[src/rtl/exc_ctrl_pkg.sv]
// Shared constants and types for the MEM/CP0 exception controller:
// ExcCode values, Status bit positions, FSM states and the commit record.
package exc_ctrl_pkg;

    localparam logic [4:0] EXC_INT  = 5'h00;
    localparam logic [4:0] EXC_ADEL = 5'h04;
    localparam logic [4:0] EXC_ADES = 5'h05;
    localparam logic [4:0] EXC_SYS  = 5'h08;
    localparam logic [4:0] EXC_BP   = 5'h09;
    localparam logic [4:0] EXC_RI   = 5'h0a;
    localparam logic [4:0] EXC_OV   = 5'h0c;

    localparam int ST_IE         = 0;
    localparam int ST_EXL        = 1;
    localparam int ST_IM_BASE    = 8;
    localparam int ST_HW_IM_BASE = 10;

    localparam logic [31:0] EXC_VECTOR_DEFAULT = 32'hBFC00380;

    typedef enum logic {
        IDLE  = 1'b0,
        FLUSH = 1'b1
    } state_e;

    typedef struct packed {
        logic [4:0]  exc_code;
        logic        is_eret;
        logic [31:0] epc;
        logic        bd;
        logic [31:0] badvaddr;
        logic        badvaddr_we;
        logic [31:0] redirect_pc;
    } commit_t;

    // A delay-slot victim restarts at its branch so the branch re-executes.
    function automatic logic [31:0] victim_epc(input logic [31:0] pc, input logic in_ds);
        return in_ds ? pc - 32'd4 : pc;
    endfunction

endpackage

[src/rtl/exc_ctrl_int_sync.sv]
// Per-line flop-chain synchroniser for the asynchronous hardware interrupt inputs.
module int_sync
    import exc_ctrl_pkg::*;
#(
    parameter int NUM_HW_INT  = 6,
    parameter int SYNC_STAGES = 2
) (
    input  logic                  clk,
    input  logic                  rst,
    input  logic [NUM_HW_INT-1:0] async_i,
    output logic [NUM_HW_INT-1:0] sync_o
);

    logic [NUM_HW_INT-1:0] sync_d [SYNC_STAGES];
    logic [NUM_HW_INT-1:0] sync_q [SYNC_STAGES];

    always_comb begin
        sync_d[0] = async_i;
        for (int i = 1; i < SYNC_STAGES; i++) begin
            sync_d[i] = sync_q[i-1];
        end
    end

    always_ff @(posedge clk) begin
        for (int i = 0; i < SYNC_STAGES; i++) begin
            if (rst) begin
                sync_q[i] <= '0;
            end else begin
                sync_q[i] <= sync_d[i];
            end
        end
    end

    assign sync_o = sync_q[SYNC_STAGES-1];

endmodule

[src/rtl/exc_ctrl.sv]
// MEM/CP0 exception controller: picks one winning interrupt/exception/ERET,
// commits CP0 info for one cycle and holds a pipeline flush with redirect PC.
module exc_ctrl
    import exc_ctrl_pkg::*;
#(
    parameter int          NUM_HW_INT   = 6,
    parameter int          SYNC_STAGES  = 2,
    parameter int          FLUSH_CYCLES = 2,
    parameter logic [31:0] EXC_VECTOR   = EXC_VECTOR_DEFAULT
) (
    input  logic                  clk,
    input  logic                  rst,
    input  logic [NUM_HW_INT-1:0] hw_int_i,
    input  logic                  valid_i,
    input  logic [31:0]           pc_i,
    input  logic                  in_delay_slot_i,
    input  logic [31:0]           bad_addr_i,
    input  logic                  adel_if_i,
    input  logic                  ri_i,
    input  logic                  ov_i,
    input  logic                  sys_i,
    input  logic                  bp_i,
    input  logic                  eret_i,
    input  logic                  adel_mem_i,
    input  logic                  ades_i,
    input  logic [31:0]           status_i,
    input  logic [31:0]           cause_i,
    input  logic [31:0]           epc_i,
    output logic [NUM_HW_INT-1:0] int_pending_o,
    output logic                  exc_valid_o,
    output logic                  is_eret_o,
    output logic [4:0]            exc_code_o,
    output logic [31:0]           epc_o,
    output logic                  bd_o,
    output logic [31:0]           badvaddr_o,
    output logic                  badvaddr_we_o,
    output logic                  flush_o,
    output logic [31:0]           redirect_pc_o
);

    localparam int CNT_W = (FLUSH_CYCLES > 1) ? $clog2(FLUSH_CYCLES) : 1;
    localparam logic [CNT_W-1:0] CNT_LOAD = CNT_W'(FLUSH_CYCLES - 1);

    state_e           state_q, state_d;
    logic [CNT_W-1:0] cnt_q, cnt_d;
    logic             exc_valid_q, exc_valid_d;
    logic             flush_q, flush_d;
    commit_t          info_q, info_d;

    commit_t winner;
    logic    has_winner;
    logic    int_req;
    logic    unused_bits;

    int_sync #(
        .NUM_HW_INT (NUM_HW_INT),
        .SYNC_STAGES(SYNC_STAGES)
    ) u_int_sync (
        .clk    (clk),
        .rst    (rst),
        .async_i(hw_int_i),
        .sync_o (int_pending_o)
    );

    assign int_req = ((|(int_pending_o & status_i[ST_HW_IM_BASE +: NUM_HW_INT])) ||
                      (|(cause_i[9:8] & status_i[ST_IM_BASE +: 2]))) &&
                     status_i[ST_IE] && !status_i[ST_EXL];

    assign unused_bits = ^{status_i[31:ST_HW_IM_BASE+NUM_HW_INT], status_i[7:2],
                           cause_i[31:10], cause_i[7:0]};

    // MIPS priority chain; ERET sits between the decode-time and data-address faults.
    always_comb begin
        winner             = '0;
        has_winner         = 1'b1;
        winner.epc         = victim_epc(pc_i, in_delay_slot_i);
        winner.bd          = in_delay_slot_i;
        winner.redirect_pc = EXC_VECTOR;
        if (int_req) begin
            winner.exc_code = EXC_INT;
        end else if (adel_if_i) begin
            winner.exc_code    = EXC_ADEL;
            winner.badvaddr    = pc_i;
            winner.badvaddr_we = 1'b1;
        end else if (ri_i) begin
            winner.exc_code = EXC_RI;
        end else if (ov_i) begin
            winner.exc_code = EXC_OV;
        end else if (sys_i) begin
            winner.exc_code = EXC_SYS;
        end else if (bp_i) begin
            winner.exc_code = EXC_BP;
        end else if (eret_i) begin
            winner             = '0;
            winner.is_eret     = 1'b1;
            winner.redirect_pc = epc_i;
        end else if (adel_mem_i) begin
            winner.exc_code    = EXC_ADEL;
            winner.badvaddr    = bad_addr_i;
            winner.badvaddr_we = 1'b1;
        end else if (ades_i) begin
            winner.exc_code    = EXC_ADES;
            winner.badvaddr    = bad_addr_i;
            winner.badvaddr_we = 1'b1;
        end else begin
            has_winner = 1'b0;
        end
    end

    always_comb begin
        state_d     = state_q;
        cnt_d       = cnt_q;
        exc_valid_d = 1'b0;
        flush_d     = flush_q;
        info_d      = info_q;
        case (state_q)
            IDLE: begin
                if (valid_i && has_winner) begin
                    state_d     = FLUSH;
                    cnt_d       = CNT_LOAD;
                    exc_valid_d = 1'b1;
                    flush_d     = 1'b1;
                    info_d      = winner;
                end
            end
            FLUSH: begin
                if (cnt_q == '0) begin
                    state_d = IDLE;
                    flush_d = 1'b0;
                    info_d  = '0;
                end else begin
                    cnt_d = cnt_q - 1'b1;
                end
            end
        endcase
    end

    always_ff @(posedge clk) begin
        if (rst) begin
            state_q     <= IDLE;
            cnt_q       <= '0;
            exc_valid_q <= 1'b0;
            flush_q     <= 1'b0;
            info_q      <= '0;
        end else begin
            state_q     <= state_d;
            cnt_q       <= cnt_d;
            exc_valid_q <= exc_valid_d;
            flush_q     <= flush_d;
            info_q      <= info_d;
        end
    end

    assign exc_valid_o   = exc_valid_q;
    assign flush_o       = flush_q;
    assign is_eret_o     = info_q.is_eret;
    assign exc_code_o    = info_q.exc_code;
    assign epc_o         = info_q.epc;
    assign bd_o          = info_q.bd;
    assign badvaddr_o    = info_q.badvaddr;
    assign badvaddr_we_o = exc_valid_q & info_q.badvaddr_we;
    assign redirect_pc_o = info_q.redirect_pc;

endmodule

[config.mk]
export PLATFORM = sky130hd
export DESIGN_NAME = exc_ctrl
export DESIGN_NICKNAME = d
export VERILOG_FILES = /design/src/rtl/exc_ctrl_pkg.sv /design/src/rtl/exc_ctrl_int_sync.sv /design/src/rtl/exc_ctrl.sv
export SDC_FILE = /design/constraint.sdc
export NUM_CORES = 1
export LEC_CHECK = 0
export CAP_MARGIN = 20
export CORE_MARGIN = 2
export CORE_UTILIZATION = 28
export CTS_CLUSTER_DIAMETER = 200
export DETAILED_ROUTE_END_ITERATION = 7
export PLACE_DENSITY_LB_ADDON = 0.08
export SLEW_MARGIN = 20
export SYNTH_ARGS = -nofsm -noshare
export SYNTH_HDL_FRONTEND = slang
export SYNTH_HIERARCHICAL = 1
export SYNTH_SLANG_ARGS = --single-unit
[constraint.sdc]
create_clock -name clk -period 1.7 [get_ports clk]
set_input_delay 0.34 -clock clk [delete_from_list [all_inputs] [get_ports clk]]
set_output_delay 0.34 -clock clk [all_outputs]
set_load 0.005 [all_outputs]
==> run summary <==
Global route
* largest net degree at the start of global routing: 32
* first-pass GRT wire length: 28300 um
* number of global-route vias before repair: 5086
* overall track demand over capacity in global routing: 16.8%
* overall overflow remaining after global route: 0
* antenna violations before repair: 0

Logic synthesis
* proportion of register bits with asynchronous set or reset after synthesis: 0%
* count of distinct cell types in the synthesized netlist: 60
* Post-Synthesis Net Count: 757
* Post-synth EDFFs: 0
* flip-flop and latch count after synthesis: 119
* Post-Syn Area per Cell: 9.93 sq um
* post-synthesis cell count: 578
* Netlist Area Pre-Place: 5740 sq um
* synthesis warning total: 6
* share of the yosys chip area belonging to registers: 41.5%
* cell type with the highest aggregate area in the netlist: dfxtp_1
* top post-synthesis cells by area: dfxtp_1 42%, buf_4 14%, o2bb2ai_1 8.1%, mux2i_1 5.4%, a22o_1 3.4%
* share of Yosys cell area claimed by the top area cell type: 41.5%
* dominant synthesized flop cell: dfxtp_1

Timing
* final worst-path cycle share: 99.8%
* number of endpoints failing setup at the final stage: 0
* clock period minus final worst setup slack: 1700 ps
* upper clock frequency limit: 0.589 GHz
* unrepaired setup endpoints after global routing: true
* number of endpoints with negative hold slack in the final report: 0
* final setup TNS: 0 ps
* Max Slew Vio Count: 0
* clock tree skew after final layout: 8.45 ps
* worst hold-check slack: 240 ps

Setup path
* kind of critical path: input pin to register
* required time at the worst-slack endpoint: 2040 ps
* worst path arrival time: 2030 ps
* kind of capture point of the worst setup path: register
* logic depth of the worst register-to-register path: 8
* Max FO, Critical Path: 6
* kind of start point of the critical path: input pin

Layout
* diodes inserted: 0
* design area: 9870 sq um
* most common library cell in the layout ignoring fill and taps: clkdlybuf4s50_1
* layout cells sized above 1: 30.7%
* count of fill cells added during filler insertion: 1890
* synthesis-to-finish area growth: 72.0%
* most frequent cells in the layout: 192 x clkdlybuf4s50_1, 115 x dfxtp_1, 82 x buf_4
* Final #Nets: 987

Drt
* Initial DRC Count: 191
* average detailed-routed wire length per instance: 17.7 um
* count of unresolved DRC violations after routing: 0
* detailed-route via count: 5029
* via count normalized by instance count: 4.61
* drt total wl: 19300 um
* number of detailed-route iterations in the first pass: 4
* post-route ant nets: 0

Hold path
* worst hold path cell count: 2
* hold crit path type: input pin to register

Clock network
* master cell of the clock root buffer: clkbuf_16
* Longest Clk Path Bufs: 2
* number of clock sinks seen by CTS: 119
* cts-stage hold buffer count: 0
* number of buffers inserted during clock tree synthesis: 17
* register clock-pin slew on the reported worst setup and hold paths: 50 ps
* worst-skew pair later-pin latency: 410 ps
* count of H-tree levels built during CTS: 4
* CTS tree: yes

Floorplan
* core box area: 20200 sq um
* Die ar.: 21700 sq um
* DIE WIDTH: 147 um
* row count: 52
* starting density of the core: 28.4%
* die outline height: 147 um
* count of pins on the block boundary: 290

Placement
* cell area after placement: 8300 sq um
* count of port buffers added during placement: 236
* Final Wtd Congestion: 0.776
* placed wire-length estimate after detailed placement: 13200 um

Flow run
* Max-cap violations: 0

Pwr
* Max rail drop VDD: 0.588 mV
* combinational share of power: 19.2%
* ratio of total power to cell area: 857 nW/um^2
* switching power share of the total: 23.8%
* PnR Total Power: 8.46 mW
* switching pwr: 2.01 mW
* clock network power share: 44.9%
* leakage power figure: 4.07 nW
* Sequential Power Share: 35.9%
* internal power consumption: 6.45 mW

Run status
* status: finished clean

-- per-stage QoR --
| stage | instances | utilization (%) | setup WS [ps] |
|---|---|---|---|
| after global routing | 1090 | 48.9 | -77.4 |
| after floorplan | 578 | - | -78.3 |
| final | 1090 | 48.9 | 2.88 |
| after global placement | 1034 | 41.1 | -683 |
| after detailed placement | 1034 | 41.1 | -755 |
| after CTS | 1077 | 45.8 | -37.2 |
-- routing by layer --
layer / GRT usage [%] / share of wire (%) / vias to the layer above
met4: 3.80 / 0.85 / 0
met1: 20.8 / 43 / 2386
met3: 5.93 / 6.7 / 19
li1: - / - / 2449
met5: 0 / 0 / -
met2: 28.4 / 49 / 175
-- power by group through the flow --
stage                     Combinational (mW)  Clock [mW]  Sequential [mW]
after floorplan                        0.620           0             3.06
after global placement                  1.34           0             3.08
after detailed placement                1.35           0             3.08
after CTS                               1.47        3.91             3.02
after global routing                    1.73        4.01             3.05
final                                   1.62        3.80             3.04
-- sequential cells by signal (all words and copies together), names as in the netlist --
signal	count
badvaddr_o	32
bd_o	1
cnt_q	1
epc_o	32
exc_code_o	4
exc_valid_o	1
flush_o	1
info_q	1
is_eret_o	1
redirect_pc_o	32
state_q	1
u_int_sync/sync_q	12
-- cell type report --
cell class / instances / area [sq um] / area share [%]
multi-input cells: 315 / 2990 / 30.3
flip-flops and latches: 119 / 2390 / 24.2
clock inverters: 9 / 148 / 1.50
clock buffers: 22 / 474 / 4.81
well taps: 270 / 338 / 3.42
repair buffers: 344 / 3490 / 35.4
inverters: 11 / 41.3 / 0.418
-- synth_stat cells, types with 2 or more instances --
cell type  number
nor3b_1         4
buf_2          15
a31oi_1         2
nand3_1         4
nor2_1         42
nand3b_1        2
o21ai_0         4
nor2b_4         2
nor4_1          7
o2bb2ai_1      53
mux2i_1        31
nor3_1          5
or4_1           4
nor2b_2         8
buf_4         106
and2b_2         2
nand4b_2        2
inv_1          11
nand2b_1        3
dfxtp_1       119
a22oi_1        21
a22o_1         22
xor2_1          9
xnor2_1        16
nor4_4          2
clkbuf_1       11
nand4_1         4
nor3_2          3
nor4bb_1        3
nand2_1        14
and2_1          2
a21oi_1        12
a211oi_1        6
-- path summary, 6_finish.rpt --
| path | startpoint | end | slack [ps] |
|---|---|---|---|
| hold reg to reg | u_int_sync/sync_q[0][4]$_SDFF_PP0_ | u_int_sync/sync_q[1][4]$_SDFF_PP0_ | 430 |
| hold / removal | rst | cnt_q$_SDFFE_PP0P_ | 240 |
| setup / recovery | status_i[11] | epc_o[21]$_SDFFE_PP0P_ | 3 |
| setup reg to reg | u_int_sync/sync_q[1][5]$_SDFF_PP0_ | epc_o[21]$_SDFFE_PP0P_ | 10 |
-- timing repair --
action | 4_1_cts | 5_1_grt
cloned | 4 | 5
buffers inserted | 9 | 8
setup endpoints to repair | 103 | 103
resized for setup | 65 | 92
pin swaps | 27 | 23
-- cells by family (layout without fill, tap and decap cells) --
| kind of cell | count (synthesis) | in the layout | share of synthesized area (%) |
|---|---|---|---|
| adders and majority gates | 1 | 1 | 0.218 |
| muxes | 31 | 31 | 5.41 |
| and+or+nand+nor | 125 | 125 | 13.8 |
| buffers and inverters | 144 | 386 | 16.8 |
| AOI/OAI and AO/OA | 132 | 132 | 18.4 |
| other | 1 | 1 | 0.0654 |
| DFF | 119 | 119 | 41.5 |
| xor gates and xnor gates | 25 | 25 | 3.82 |
-- worst max-delay path, stage by stage --
cell and delay, ps:
clkdlybuf4s50_1 410, a22oi_2 200, a41o_4 270, buf_6 130, a21oi_4 60, nor2_4 180
buf_6 170, clkbuf_16 170, o2bb2ai_2 100
No activity file was read; power rests on OpenSTA's default activity.
